$ cat config.mk
export PLATFORM = sky130hd
export DESIGN_NAME = keypad_scanner
export DESIGN_NICKNAME = d
export VERILOG_FILES = /design/src/rtl/keypad_scanner.sv
export SDC_FILE = /design/constraint.sdc
export NUM_CORES = 1
export LEC_CHECK = 0
export ABC_AREA = 1
export CORE_AREA = 3 3 49 51
export DETAILED_ROUTE_END_ITERATION = 10
export DIE_AREA = 0 0 52 54
export DONT_BUFFER_PORTS = 1
export GPL_TIMING_DRIVEN = 0
export PLACE_DENSITY = 0.78
export SYNTH_ARGS = -nofsm -noshare
export SYNTH_HDL_FRONTEND = slang
export SYNTH_SLANG_ARGS = --single-unit
export TNS_END_PERCENT = 30
$ cat constraint.sdc
create_clock -name clk -period 2.32 [get_ports clk]
set_clock_uncertainty 0.1 [all_clocks]
set_input_delay 0.232 -clock clk [delete_from_list [all_inputs] [get_ports clk]]
set_output_delay 0.232 -clock clk [all_outputs]
set_load 0.01 [all_outputs]
$ cat src/rtl/keypad_scanner.sv
// 4x4 matrix keypad scanner: walks an active-low column, synchronizes the rows,
// debounces press and release over DEBOUNCE_SCANS scan ticks, and reports one key at a time.
module keypad_scanner #(
  parameter int unsigned DEBOUNCE_SCANS = 4
) (
  input  logic       clk,
  input  logic       rst,
  input  logic       scan_tick,
  input  logic [3:0] row_in,
  output logic [3:0] col_out,
  output logic       key_valid,
  output logic [3:0] key_code,
  output logic       key_held
);

  typedef enum logic [1:0] {SCAN, DEBOUNCE, PRESSED} state_e;

  localparam logic [3:0] CNT_LIMIT = 4'(DEBOUNCE_SCANS);

  state_e     state_q, state_d;
  logic [3:0] sync1_q, rows_s_q;
  logic [1:0] col_q, col_d;
  logic [1:0] cand_row_q, cand_row_d;
  logic [3:0] cnt_q, cnt_d, cnt_inc;
  logic [3:0] key_code_q, key_code_d;
  logic [3:0] col_out_q;
  logic       key_valid_q, key_valid_d;
  logic       key_held_q, key_held_d;
  logic [1:0] low_row;
  logic       any_low;
  logic       same_row;

  assign any_low  = (rows_s_q != 4'b1111);
  assign cnt_inc  = cnt_q + 4'd1;
  assign same_row = any_low && (low_row == cand_row_q);

  // Lowest-indexed low row wins when several rows are pulled down together.
  always_comb begin
    low_row = 2'd3;
    if      (!rows_s_q[0]) low_row = 2'd0;
    else if (!rows_s_q[1]) low_row = 2'd1;
    else if (!rows_s_q[2]) low_row = 2'd2;
  end

  always_ff @(posedge clk) begin
    if (rst) state_q <= SCAN;
    else     state_q <= state_d;
  end

  always_comb begin
    state_d = state_q;
    if (scan_tick) begin
      case (state_q)
        SCAN:     if (any_low) state_d = DEBOUNCE;
        DEBOUNCE: begin
          if (!same_row)                  state_d = SCAN;
          else if (cnt_inc == CNT_LIMIT)  state_d = PRESSED;
        end
        PRESSED:  if (!any_low && cnt_inc == CNT_LIMIT) state_d = SCAN;
        default:  state_d = SCAN;
      endcase
    end
  end

  always_comb begin
    col_d       = col_q;
    cand_row_d  = cand_row_q;
    cnt_d       = cnt_q;
    key_code_d  = key_code_q;
    key_valid_d = 1'b0;
    key_held_d  = key_held_q;
    if (scan_tick) begin
      case (state_q)
        SCAN: begin
          if (any_low) begin
            cand_row_d = low_row;
            cnt_d      = 4'd1;
          end else begin
            col_d = col_q + 2'd1;
          end
        end
        DEBOUNCE: begin
          if (!same_row) begin
            cnt_d = '0;
            col_d = col_q + 2'd1;
          end else if (cnt_inc == CNT_LIMIT) begin
            cnt_d       = '0;
            key_code_d  = {col_q, cand_row_q};
            key_valid_d = 1'b1;
            key_held_d  = 1'b1;
          end else begin
            cnt_d = cnt_inc;
          end
        end
        PRESSED: begin
          // Any low row (including a second key) restarts the release count.
          if (any_low) begin
            cnt_d = '0;
          end else if (cnt_inc == CNT_LIMIT) begin
            cnt_d      = '0;
            key_held_d = 1'b0;
            col_d      = col_q + 2'd1;
          end else begin
            cnt_d = cnt_inc;
          end
        end
        default: begin
          cnt_d = '0;
        end
      endcase
    end
  end

  always_ff @(posedge clk) begin
    if (rst) begin
      sync1_q     <= '1;
      rows_s_q    <= '1;
      col_q       <= '0;
      col_out_q   <= 4'b1110;
      cand_row_q  <= '0;
      cnt_q       <= '0;
      key_code_q  <= '0;
      key_valid_q <= 1'b0;
      key_held_q  <= 1'b0;
    end else begin
      sync1_q     <= row_in;
      rows_s_q    <= sync1_q;
      col_q       <= col_d;
      col_out_q   <= ~(4'b0001 << col_d);
      cand_row_q  <= cand_row_d;
      cnt_q       <= cnt_d;
      key_code_q  <= key_code_d;
      key_valid_q <= key_valid_d;
      key_held_q  <= key_held_d;
    end
  end

  assign col_out   = col_out_q;
  assign key_valid = key_valid_q;
  assign key_code  = key_code_q;
  assign key_held  = key_held_q;

endmodule
After elaboration in Yosys (flattened, before gate mapping):

Cells that the tools add are included.

* add/sub/neg operators: 2
* multipliers: 0
* div/mod/pow operators: 0
* $lt $le $gt $ge: 0
* equality and inequality tests: 12
* shift-type cells: 1
* mux-type cells: 25
* bitwise logic cells: 4
* reduce and logical (&&, ||, !) cells: 11

Operators with widths (count)
* two-way mux 2 bit: 11
* two-way mux 4 bit: 4
* inequality test 2 bit, second input constant: 6
* case mux 2 bit (3 select lines): 2
* case mux 4 bit (3 select lines): 1
* AND reduction 4 bit: 2
* two-way mux 1 bit: 6
* AND reduction 6 bit: 1
* adder 4 x 1 -> 4 bit, second input constant: 1
* equality test 4 x 3 -> 1 bit, second input constant: 1
* inequality test 4 bit, second input constant: 1
* inverter 4 bit: 1
* OR reduction 4 bit: 1
* left shift 1 x 2 -> 4 bit, first input constant: 1
* inequality test 3 bit, second input constant: 1
* inverter 1 bit: 3
* AND reduction 3 bit: 1
* adder 2 x 1 -> 2 bit, second input constant: 1
* equality test 2 x 1 -> 1 bit, second input constant: 1
* equality test 2 bit: 1
* equality test 2 bit, second input constant: 1
* logical AND 1 bit: 2
* logical NOT 2 bit: 1
* case mux 1 bit (2 select lines): 1
* 3 further kinds: 3

* register bits after elaboration: 28
* latch bits: 0
* memory bits (writable): 0
* bits in read-only memories: 0
* word-level logic and storage cells: 65
* memories kept: 0

Depth between registers and ports, before layout:

Gate-level depths: netlist of run 1.

* word-level depth: 10
* mapped depth: 12
* gate-level depth less buffers: 12

Worst setup path before layout of run 1:

No wires, ideal clock.

* path kind: reg2reg
* start: register cnt_q[0]
* end: register col_out_q[1], in the netlist col_out[1]
* library setup time: 0.114 ns
* arrival time: 1.315 ns
* setup slack: 0.791 ns
* stages on the path, launching flop included: 13
* path buffers: 0
* cell sequence: dfxtp_1 -> ha_1 -> inv_1 -> nand2_1 -> nand2_1 -> nor2_2 -> nand3_1 -> nand2_2 -> nand3_2 -> nand2_2 -> nand2_2 -> nor2_4 -> nand2_1

* word-level cells in the longest chain between the ends: 8

RTL lines
* start, declared: RTL line 24 `logic [3:0] cnt_q, cnt_d, cnt_inc;`
* start signal, assigned: RTL line 131 `cnt_q <= cnt_d;`
* adder 4 x 1 -> 4 bit: RTL line 34 `assign cnt_inc = cnt_q + 4'd1;`
* equality test 4 x 3 -> 1 bit: RTL line 99 `end else if (cnt_inc == CNT_LIMIT) begin`
* two-way mux 2 bit: RTL line 99
* two-way mux 2 bit: RTL line 97 `if (any_low) begin`
* case mux 2 bit (3 select lines): RTL line 73 `case (state_q)`
* two-way mux 2 bit: RTL line 72 `if (scan_tick) begin`
* left shift 1 x 2 -> 4 bit: RTL line 129 `col_out_q <= ~(4'b0001 << col_d);`
* inverter 4 bit: RTL line 129
* end signal, assigned: RTL line 129
* end, declared: RTL line 26 `logic [3:0] col_out_q;`

Every way passes these cells.
A chain may end at the register's enable or synchronous reset.

Final worst setup path of run 1:

* start: register cnt_q[0]
* end: register key_code_q[0], in the netlist key_code[0]

* word-level cells in the longest chain between the ends: 3

RTL lines
* adder 4 x 1 -> 4 bit: RTL line 34
* equality test 4 x 3 -> 1 bit: RTL line 86 `end else if (cnt_inc == CNT_LIMIT) begin`
* AND reduction 4 bit (no source line)
* end signal, assigned: RTL line 132 `key_code_q <= key_code_d;`
* end, declared: RTL line 25 `logic [3:0] key_code_q, key_code_d;`

Every way passes these cells.

==> impl_metrics.json, run 1 <==
{
  "wl_per_cell_um": 12.56,
  "ioPinCount": 17,
  "hold_violations": 0,
  "detail-route-antenna-nets": 0,
  "path_clk_slew_ns": 0.14,
  "p_leak_nw": 0.6258,
  "setup_viol": 0,
  "core_area_mm2": 0.001982,
  "clockBufferDepth": 2,
  "cp_data_arrival_time_ns": 1.93,
  "drive_above_1_share_pct": 24.40,
  "drc": 0,
  "synth_area_mm2": 0.001280,
  "ctsHoldBuffers": 9,
  "antenna_found_initial": 0,
  "num_rows": 16,
  "overflow": 0,
  "endpoint_kind": "register",
  "peakVddDrop_mv": 0.5999,
  "start_util_pct": 64.58,
  "critPathLaunchType": "register",
  "grt_pass1_vias": 942,
  "numPlacedInstances": 183,
  "outcome": "finished, final reports clean",
  "grt_pass1_wl_mm": 3.981,
  "clock-root-buffer": "clkbuf_4",
  "die_x_um": 52,
  "synth_seq_cells": 28,
  "post-route-min-period_ns": 1.796,
  "cts.htree.levels": 1,
  "fillers": 135,
  "relSlewSlack_pct": 77.00,
  "die_area_mm2": 0.002808,
  "clkLatencyLatePin_ns": 0.33,
  "postCtsSetupBuffers": 0,
  "grt_usage_pct": 20.02,
  "period_share_pct": 77.41,
  "worstMarginPinSlew_ns": 0.3432,
  "synth.avg_cell_area_um2": 8.205,
  "fmax_ghz": 0.5568,
  "cts_resized": 0,
  "drtIter0Drc": 24,
  "tritoncts": "yes",
  "io_buffers": 0,
  "num_vias": 1032,
  "yosys_warnings": 0,
  "drv_slew": 0,
  "grt_max_degree": 15,
  "cap_violations": 0,
  "die_y_um": 54,
  "worstPathMaxFanout": 7,
  "fin_cells": 195,
  "routed_wl_mm": 2.450,
  "finalPower_w": 0.0008943,
  "viasPerCell": 5.292,
  "syn_to_final_growth_pct": 11.44,
  "gp_congestion": 0.8249,
  "powerDensity_mw_per_mm2": 627.0,
  "critical_path_class": "reg -> reg",
  "holdWs_ns": 0.1170,
  "hpwl_mm": 1.716,
  "cts.sinks": 28,
  "drt_pass1_iterations": 4,
  "required_ns": 2.45,
  "synth_cells": 156,
  "diodes": 0,
  "min_path_type": "in -> reg",
  "nets": 179,
  "syn_nets": 165,
  "ys_seq_area_share_pct": 43.79,
  "numCtsBuffers": 3,
  "rsz0062_at_grt": "false",
  "finalSetupTns_ns": 0,
  "ys_types": 27
}
-- state kept, by name (all words and copies together) (netlist names) --
signal,cells
col_out,4
cnt_q,4
cand_row_q,2
key_code,4
key_valid,1
col_q,2
key_held,1
sync1_q,4
rows_s_q,4
state_q,2
-- stage by stage --
step | util (%) | setup slack (ns) | area [µm²]
final | 71.97 | 0.5240 | 1426
after floorplan | - | 0.7913 | 1280
after detailed placement | 66.29 | 0.5472 | 1314
after global placement | 66.29 | 0.6551 | 1314
after CTS | 71.97 | 0.5129 | 1426
after global routing | 71.97 | 0.3043 | 1426
-- critical path: stages, from the launching register on --
cell and delay [ns]:
dfxtp_1 0.46, ha_1 0.21, inv_1 0.05, nand2_1 0.05, nand2_1 0.08, nor2_2 0.11
nand2_1 0.13, inv_2 0.11, nand4_4 0.14, o21ai_0 0.21, nor2_1 0.05
-- synth_stat cells (all sizes together) --
master  number  area [µm²]
xor2         1       8.760
nor2        20       133.9
buf          2       10.01
ha           2       25.02
or2          8       50.05
clkinv       1       5.000
nor3         2       15.01
a21oi       10       57.56
nand3       11       60.06
nand2       35       153.9
nand4        7       80.07
o22ai        1       6.260
o21ai        7       35.03
dfxtp       28       560.5
inv         21       78.83
-- area by class of cell --
type / count / area (µm²) / area share (%)
multi-input cells: 104 / 625.6 / 43.86
flip-flops and latches: 28 / 560.5 / 39.30
repair buffers: 9 / 90.09 / 6.316
inverters: 22 / 83.83 / 5.877
well taps: 27 / 33.78 / 2.368
clock buffers: 3 / 22.52 / 1.579
plain buffers: 2 / 10.01 / 0.7018
-- per-layer routing --
metal,vias to the layer above,track usage (%),routed length (µm)
li1,525,-,-
met4,0,11.35,43
met2,22,36.19,1244
met1,481,21.98,1078
met5,-,0,0
met3,4,3.601,84
-- worst paths after layout --
kind	from	cells past startpoint	slack, ns	to
setup / recovery	cnt_q[0]$_SDFFE_PP0P_	10	0.52	key_code[0]$_SDFFE_PP0P_
hold / removal	rst	2	0.12	cnt_q[0]$_SDFFE_PP0P_
setup reg to reg	cnt_q[0]$_SDFFE_PP0P_	10	0.52	key_code[0]$_SDFFE_PP0P_
hold reg to reg	sync1_q[2]$_SDFF_PP1_	1	0.33	rows_s_q[2]$_SDFF_PP1_
-- kinds of logic (layout without fill, tap and decap cells) --
group	Yosys count	in the layout	share of synthesized area, %
AO/OA/AOI/OAI	18	18	7.723
XOR/XNOR	1	1	0.6844
adder cells (fa/ha/maj)	2	2	1.955
buffers and inverters	24	36	7.331
flip-flops	28	28	43.79
AND/OR/NAND/NOR	83	83	38.51
-- where the power goes --
group	internal, W	total [W]	switching (W)
logic	0.0000619	0.000161	0.0000996
registers	0.000509	0.000537	0.0000279
clock network	0.0000610	0.000196	0.000135
-- layout by cell type (no fill, tap or decap), types with 6 or more instances in the layout --
master	instances
or2_2	8
dlygate4sd3_1	9
a21oi_1	8
inv_1	16
nand2_2	6
dfxtp_1	28
nand2_1	28
o21ai_0	6
nand3_1	10
nor2_1	12
Power figures use the tool's default switching activity.
==> inputs of run 2 (changes only) <==
--- a/config.mk
+++ b/config.mk
@@ -6,12 +6,12 @@
 export NUM_CORES = 1
 export LEC_CHECK = 0
 export ABC_AREA = 1
-export CORE_AREA = 3 3 49 51
+export CORE_AREA = 3 3 51 53
 export DETAILED_ROUTE_END_ITERATION = 10
-export DIE_AREA = 0 0 52 54
+export DIE_AREA = 0 0 54 56
 export DONT_BUFFER_PORTS = 1
 export GPL_TIMING_DRIVEN = 0
-export PLACE_DENSITY = 0.78
+export PLACE_DENSITY = 0.72
 export SYNTH_ARGS = -nofsm -noshare
 export SYNTH_HDL_FRONTEND = slang
 export SYNTH_SLANG_ARGS = --single-unit
==> constraint.sdc (replaced) <==
create_clock -name clk -period 1.8 [get_ports clk]
set_clock_uncertainty 0.1 [all_clocks]
set_input_delay 0.18 -clock clk [delete_from_list [all_inputs] [get_ports clk]]
set_output_delay 0.18 -clock clk [all_outputs]
set_load 0.01 [all_outputs]
==> run 2 against run 1 <==
Net effect:
- total power is 33% higher
- die area is 7.7% higher
- sequential power is 29% higher
- via count is 3.7% lower
- non-clock buffer count stayed put
- sequential share of layout area is 0.20 points lower
- register-to-register slack worse by 0.38 ns
- critical endpoint is now key_code[1]$_SDFFE_PP0P_
- clock power is 52% higher
==> impl_metrics.json, run 2 (same netlist as run 1, synthesis figures left out) <==
{
  "outcome": "finished, final reports clean",
  "ioPinCount": 17,
  "place_area_mm2": 0.001315,
  "die_x_um": 54,
  "cp_data_arrival_time_ns": 1.78,
  "switchingPower_w": 0.0003332,
  "grt_pass1_vias": 890,
  "wl_per_cell_um": 11.13,
  "nets": 179,
  "finalSetupTns_ns": 0,
  "worstMarginPinSlew_ns": 0.3350,
  "p_leak_nw": 0.6341,
  "swShare_pct": 27.94,
  "fin_cells": 197,
  "final_common_cell": "nand2_1",
  "finalPower_w": 0.001193,
  "grt_pass1_wl_mm": 3.677,
  "period_share_pct": 91.74,
  "grt_max_degree": 16,
  "clock-root-buffer": "clkbuf_4",
  "fin_area_mm2": 0.001446,
  "hold-path-cell-count": 2,
  "drt_pass1_iterations": 4,
  "worstPathMaxFanout": 7,
  "clockBufferDepth": 2,
  "routed_wl_mm": 2.193,
  "tritoncts": "yes",
  "peakVddDrop_mv": 0.5357,
  "relSlewSlack_pct": 77.52,
  "path_clk_slew_ns": 0.14,
  "diodes": 0,
  "start_util_pct": 58.42,
  "drc": 0,
  "hold_violations": 0,
  "antenna_found_initial": 0,
  "grt_usage_pct": 16.11,
  "die_y_um": 56,
  "cap_violations": 0,
  "drv_slew": 0,
  "p_comb_share_pct": 17.2,
  "critical_path_class": "reg -> reg",
  "cts.htree.levels": 1,
  "numPlacedInstances": 184,
  "drtIter0Drc": 20,
  "power_frac_seq_pct": 57.9,
  "num_vias": 994,
  "intPower_w": 0.0008596,
  "mostFrequentLayoutCells": "nand2_1, dfxtp_1, inv_1, nor2_1, nand3_1",
  "core_area_mm2": 0.002191,
  "fmax_ghz": 0.6056,
  "powerDensity_mw_per_mm2": 824.7,
  "syn_to_final_growth_pct": 13.00,
  "fillers": 194,
  "post-route-min-period_ns": 1.651,
  "io_buffers": 0,
  "critPathLaunchType": "register",
  "min_path_type": "in -> reg",
  "overflow": 0,
  "viasPerCell": 5.046,
  "pwr-share-clk_pct": 24.9,
  "rsz0062_at_grt": "false",
  "die_area_mm2": 0.003024,
  "fin_util_pct": 66.02,
  "drive_above_1_share_pct": 26.04,
  "num_rows": 17,
  "gp_congestion": 0.9231,
  "endpoint_kind": "register",
  "required_ns": 1.93,
  "detail-route-antenna-nets": 0,
  "hpwl_mm": 1.650,
  "clkLatencyLatePin_ns": 0.32,
  "setup_viol": 0,
  "postCtsSetupBuffers": 0,
  "cts.sinks": 28,
  "numCtsBuffers": 3,
  "rr_worst_depth": 9
}
[run 2: metrics by stage]
step,setup WS [ns],hold slack [ns]
6_report,0.1487,0.06228
5_1_grt,0.004301,0.06109
4_1_cts,0.05063,0.05907
3_5_place_dp,0.08216,0.1864
3_3_place_gp,0.1208,0.1842
2_1_floorplan,0.2713,0.1838
[run 2: layer usage]
layer	up-vias	share of wire [%]	GRT usage, %
met5	-	0	0
met4	0	0.82	5.338
met3	2	4.9	3.753
met2	19	48	24.91
met1	450	46	21.63
li1	523	-	-
[run 2: critical path: stages (launching register included)]
cell	delay, ns
dfxtp_4	0.39
ha_1	0.20
nand2_1	0.07
nand2_1	0.08
nor2_2	0.10
nand2_1	0.12
inv_2	0.10
nand4_4	0.13
o21ai_0	0.21
nor2_1	0.06
[run 2: path summary, 6_finish.rpt]
check / startpoint / to / slack, ns
worst max-delay path: cnt_q[0]$_SDFFE_PP0P_ / key_code[1]$_SDFFE_PP0P_ / 0.15
worst max register to register: cnt_q[0]$_SDFFE_PP0P_ / key_code[1]$_SDFFE_PP0P_ / 0.15
worst min-delay path: rst / cnt_q[0]$_SDFFE_PP0P_ / 0.06
worst min register to register: sync1_q[1]$_SDFF_PP1_ / rows_s_q[1]$_SDFF_PP1_ / 0.33
[run 2: what timing repair did]
| item | in CTS | in global routing |
|---|---|---|
| setup endpoints to repair | 0 | 8 |
| gates resized for setup | 0 | 3 |
| hold buffers | 9 | 0 |
| endpoints found under the hold margin | 10 | 0 |
[run 2: power groups by stage]
stage	sequential, W	clock (W)	combinational (W)
2_1_floorplan	0.000698	0	0.000163
3_3_place_gp	0.000704	0	0.000183
3_5_place_dp	0.000704	0	0.000189
4_1_cts	0.000691	0.000311	0.000206
5_1_grt	0.000695	0.000334	0.000231
6_report	0.000691	0.000297	0.000205
[run 2: area by class of cell]
class	count	area [µm²]	area share, %
Sequential cell	28	565.5	39.10
Clock buffer	4	36.28	2.509
Tap cell	28	35.03	2.422
Multi-Input combinational cell	104	625.6	43.25
Inverter	22	83.83	5.796
Timing Repair Buffer	9	90.09	6.228
Buffer	2	10.01	0.6920
==> inputs of run 3 (changes only) <==
--- a/config.mk
+++ b/config.mk
@@ -5,13 +5,13 @@
 export SDC_FILE = /design/constraint.sdc
 export NUM_CORES = 1
 export LEC_CHECK = 0
-export ABC_AREA = 1
-export CORE_AREA = 3 3 51 53
+export CAP_MARGIN = 20
+export CORE_AREA = 3 3 50 52
 export DETAILED_ROUTE_END_ITERATION = 10
-export DIE_AREA = 0 0 54 56
+export DIE_AREA = 0 0 53 55
 export DONT_BUFFER_PORTS = 1
 export GPL_TIMING_DRIVEN = 0
-export PLACE_DENSITY = 0.72
+export PLACE_DENSITY = 0.74
 export SYNTH_ARGS = -nofsm -noshare
 export SYNTH_HDL_FRONTEND = slang
 export SYNTH_SLANG_ARGS = --single-unit
==> run 3 against run 2 <==
Net effect:
- sequential power down 0.6%
- via count up 6.5%
- wire length up 26%
- the flow now finishes with violations (negative setup slack)
- worst setup slack worse by 0.39 ns
- critical path depth down 3
- first-iteration DRC count down 35%
- total power up 8.3%
- global-route usage up 3.4 points
- critical path type unchanged
- synthesized area down 1.2%
==> impl_metrics.json, run 3 <==
{
  "fin_util_pct": 69.48,
  "cp_slowest_cell": "or4b_1",
  "power_frac_seq_pct": 53.2,
  "routed_wl_mm": 2.755,
  "ioPinCount": 17,
  "path_clk_slew_ns": 0.15,
  "mostFrequentLayoutCells": "dfxtp_1, nand2_1, nor2_1, or2_2",
  "post-place-ws_ns": -0.4091,
  "syn_nets": 152,
  "swShare_pct": 24.89,
  "drive_above_1_share_pct": 25.81,
  "yosys_warnings": 0,
  "critPathLaunchType": "register",
  "synth_top_area_share_pct": 44.31,
  "die_y_um": 55,
  "wl_per_cell_um": 15.05,
  "p_comb_share_pct": 15.8,
  "nets": 165,
  "required_ns": 1.92,
  "core_area_mm2": 0.002148,
  "synth_seq_cells": 28,
  "grt_usage_pct": 19.47,
  "grt_max_degree": 17,
  "final_common_cell": "dfxtp_1",
  "yosys-top-cells-count": "dfxtp_1, nand2_1, nor2_1",
  "powerDensity_mw_per_mm2": 865.2,
  "synthFlopType": "dfxtp_1",
  "synth_area_leaders": "dfxtp_1, nand2_1, nor2_1, a31o_2, mux2i_1",
  "synthMuxAreaShare_pct": 3.956,
  "worstMarginPinSlew_ns": 0.5906,
  "synth_area_mm2": 0.001265,
  "setup_viol": 17,
  "pwr-share-clk_pct": 31.1,
  "peakVddDrop_mv": 0.7917,
  "hpwl_mm": 1.848,
  "async_flop_share_pct": 0,
  "fmax_ghz": 0.4899,
  "synth_top_family_by_area": "simple AND/OR/NAND/NOR gates",
  "start_util_pct": 58.88,
  "synthAdderAreaFrac_pct": 1.978,
  "violations": "negative setup slack",
  "p_leak_nw": 0.5910,
  "critical-path-max-stage-delay_ns": 0.48,
  "drt_pass1_iterations": 4,
  "tritoncts": "yes",
  "cap_violations": 0,
  "synth_top_area_cell": "dfxtp_1",
  "outcome": "finished, violations left",
  "crit_chain": "and4b_1 -> a22oi_2 -> or4b_1 -> buf_6 -> or3_4 -> mux2i_1",
  "drc": 0,
  "ys_types": 38,
  "ff_latch_area_um2": 571.8,
  "relSlewSlack_pct": 60.63,
  "cp_data_arrival_time_ns": 2.16,
  "regToRegSetupSlack_ns": -0.24,
  "syn_to_final_growth_pct": 18.00,
  "holdWs_ns": 0.08491,
  "detail-route-antenna-nets": 0,
  "synth_cells": 143,
  "switchingPower_w": 0.0003214,
  "hold_violations": 0,
  "endpoint_kind": "register",
  "intPower_w": 0.0009700,
  "num_vias": 1059,
  "synth_xor_area_share_pct": 0.6924,
  "synth.avg_cell_area_um2": 8.846,
  "overflow": 0,
  "drtIter0Drc": 13,
  "grt_pass1_vias": 923,
  "rr_worst_depth": 6,
  "setup_slack_ns": -0.2411,
  "synth.most_common_cell": "dfxtp_1",
  "drv_slew": 0,
  "period_share_pct": 113.4,
  "die_area_mm2": 0.002915,
  "antenna_found_initial": 0,
  "clockBufferDepth": 2,
  "rsz0062_at_grt": "true",
  "synthSimpleGateAreaFrac_pct": 26.51,
  "synth_compound_area_share_pct": 18.79,
  "io_buffers": 0,
  "cts.sinks": 28,
  "numCtsBuffers": 3,
  "viasPerCell": 5.787,
  "gp_congestion": 0.9475,
  "clkLatencyLatePin_ns": 0.32,
  "cts.htree.levels": 1,
  "die_x_um": 53,
  "worstPathMaxFanout": 6,
  "hold-path-cell-count": 3,
  "diodes": 0,
  "critical_path_class": "reg -> reg",
  "grt_pass1_wl_mm": 4.215,
  "fillers": 160,
  "num_rows": 17,
  "ys_seq_area_share_pct": 44.31,
  "post-route-min-period_ns": 2.041,
  "finalSetupTns_ns": -2.442,
  "synth_edf_count": 0,
  "min_path_type": "in -> reg",
  "multiInputGateArea_um2": 698.2,
  "clock-root-buffer": "clkbuf_4"
}
run 3: cell count changes in the layout (fill, tap and decap cells not counted), sizes merged, moves of 5 or more:
cell   previous run  this run
a31o              0         6
mux2i             0         5
nor2             20        14
nand2            35        14
o21ai             7         1
inv              21         4
nand3            11         4
run 3: metrics by stage:
| step | cell area, µm² | total power [W] | cells |
|---|---|---|---|
| after floorplan | 1277 | 0.0008265 | 143 |
| after global placement | 1313 | 0.0008563 | 171 |
| after detailed placement | 1313 | 0.0008635 | 171 |
| after CTS | 1483 | 0.001289 | 183 |
| after global routing | 1493 | 0.001351 | 183 |
| final | 1493 | 0.001291 | 183 |
run 3: what timing repair did:
item / CTS / global route
resized for setup: 13 / 3
pin swaps: 6 / 0
setup buffers: 4 / 0
endpoints found under the hold margin: 9 / 0
setup endpoints to repair: 14 / 18
hold buffers: 6 / 0
cloned: 0 / 0
run 3: final cells by class:
type | count | share of cell area, %
flip-flops and latches | 28 | 38.31
multi-input cells | 103 | 46.77
clock buffers | 3 | 1.509
plain buffers | 6 | 2.012
well taps | 28 | 2.347
repair buffers | 10 | 6.035
clock inverters | 1 | 2.012
inverters | 4 | 1.006
run 3: path summary, 6_finish.rpt:
| kind | from | end |
|---|---|---|
| worst max-delay path | state_q[1]$_SDFFE_PP0P_ | key_code[3]$_SDFFE_PP0P_ |
| worst min-delay path | rst | key_code[0]$_SDFFE_PP0P_ |
| worst max register to register | state_q[1]$_SDFFE_PP0P_ | key_code[3]$_SDFFE_PP0P_ |
| worst min register to register | sync1_q[2]$_SDFF_PP1_ | rows_s_q[2]$_SDFF_PP1_ |
run 3: critical path, delay by kind of cell, from the launching register on:
family | cells | cell delay (ns)
AND/OR/NAND/NOR | 3 | 1.09
flip-flops | 1 | 0.38
buffers and inverters | 1 | 0.15
multiplexers | 1 | 0.13
AO/OA/AOI/OAI | 1 | 0.09
run 3: cell families (layout without fill, tap and decap cells):
group,after synthesis,in the layout
adder cells (fa/ha/maj),2,2
AND/OR/NAND/NOR,64,64
AO/OA/AOI/OAI,31,31
flip-flops,28,28
buffers and inverters,12,24
XOR/XNOR,1,1
multiplexers,5,5
run 3: power by group through the flow:
stage | clock network, W | registers [W] | logic [W]
floorplan | 0 | 0.000692 | 0.000135
global placement | 0 | 0.000697 | 0.000159
finish | 0.000401 | 0.000687 | 0.000204
detailed placement | 0 | 0.000699 | 0.000164
CTS | 0.000410 | 0.000686 | 0.000194
global route | 0.000439 | 0.000691 | 0.000221
run 3: metal layers:
metal / global-route usage [%] / share of wire [%]
met5: 0 / 0
met4: 1.277 / 0
met3: 2.949 / 3.4
met2: 33.06 / 49
met1: 27.39 / 48
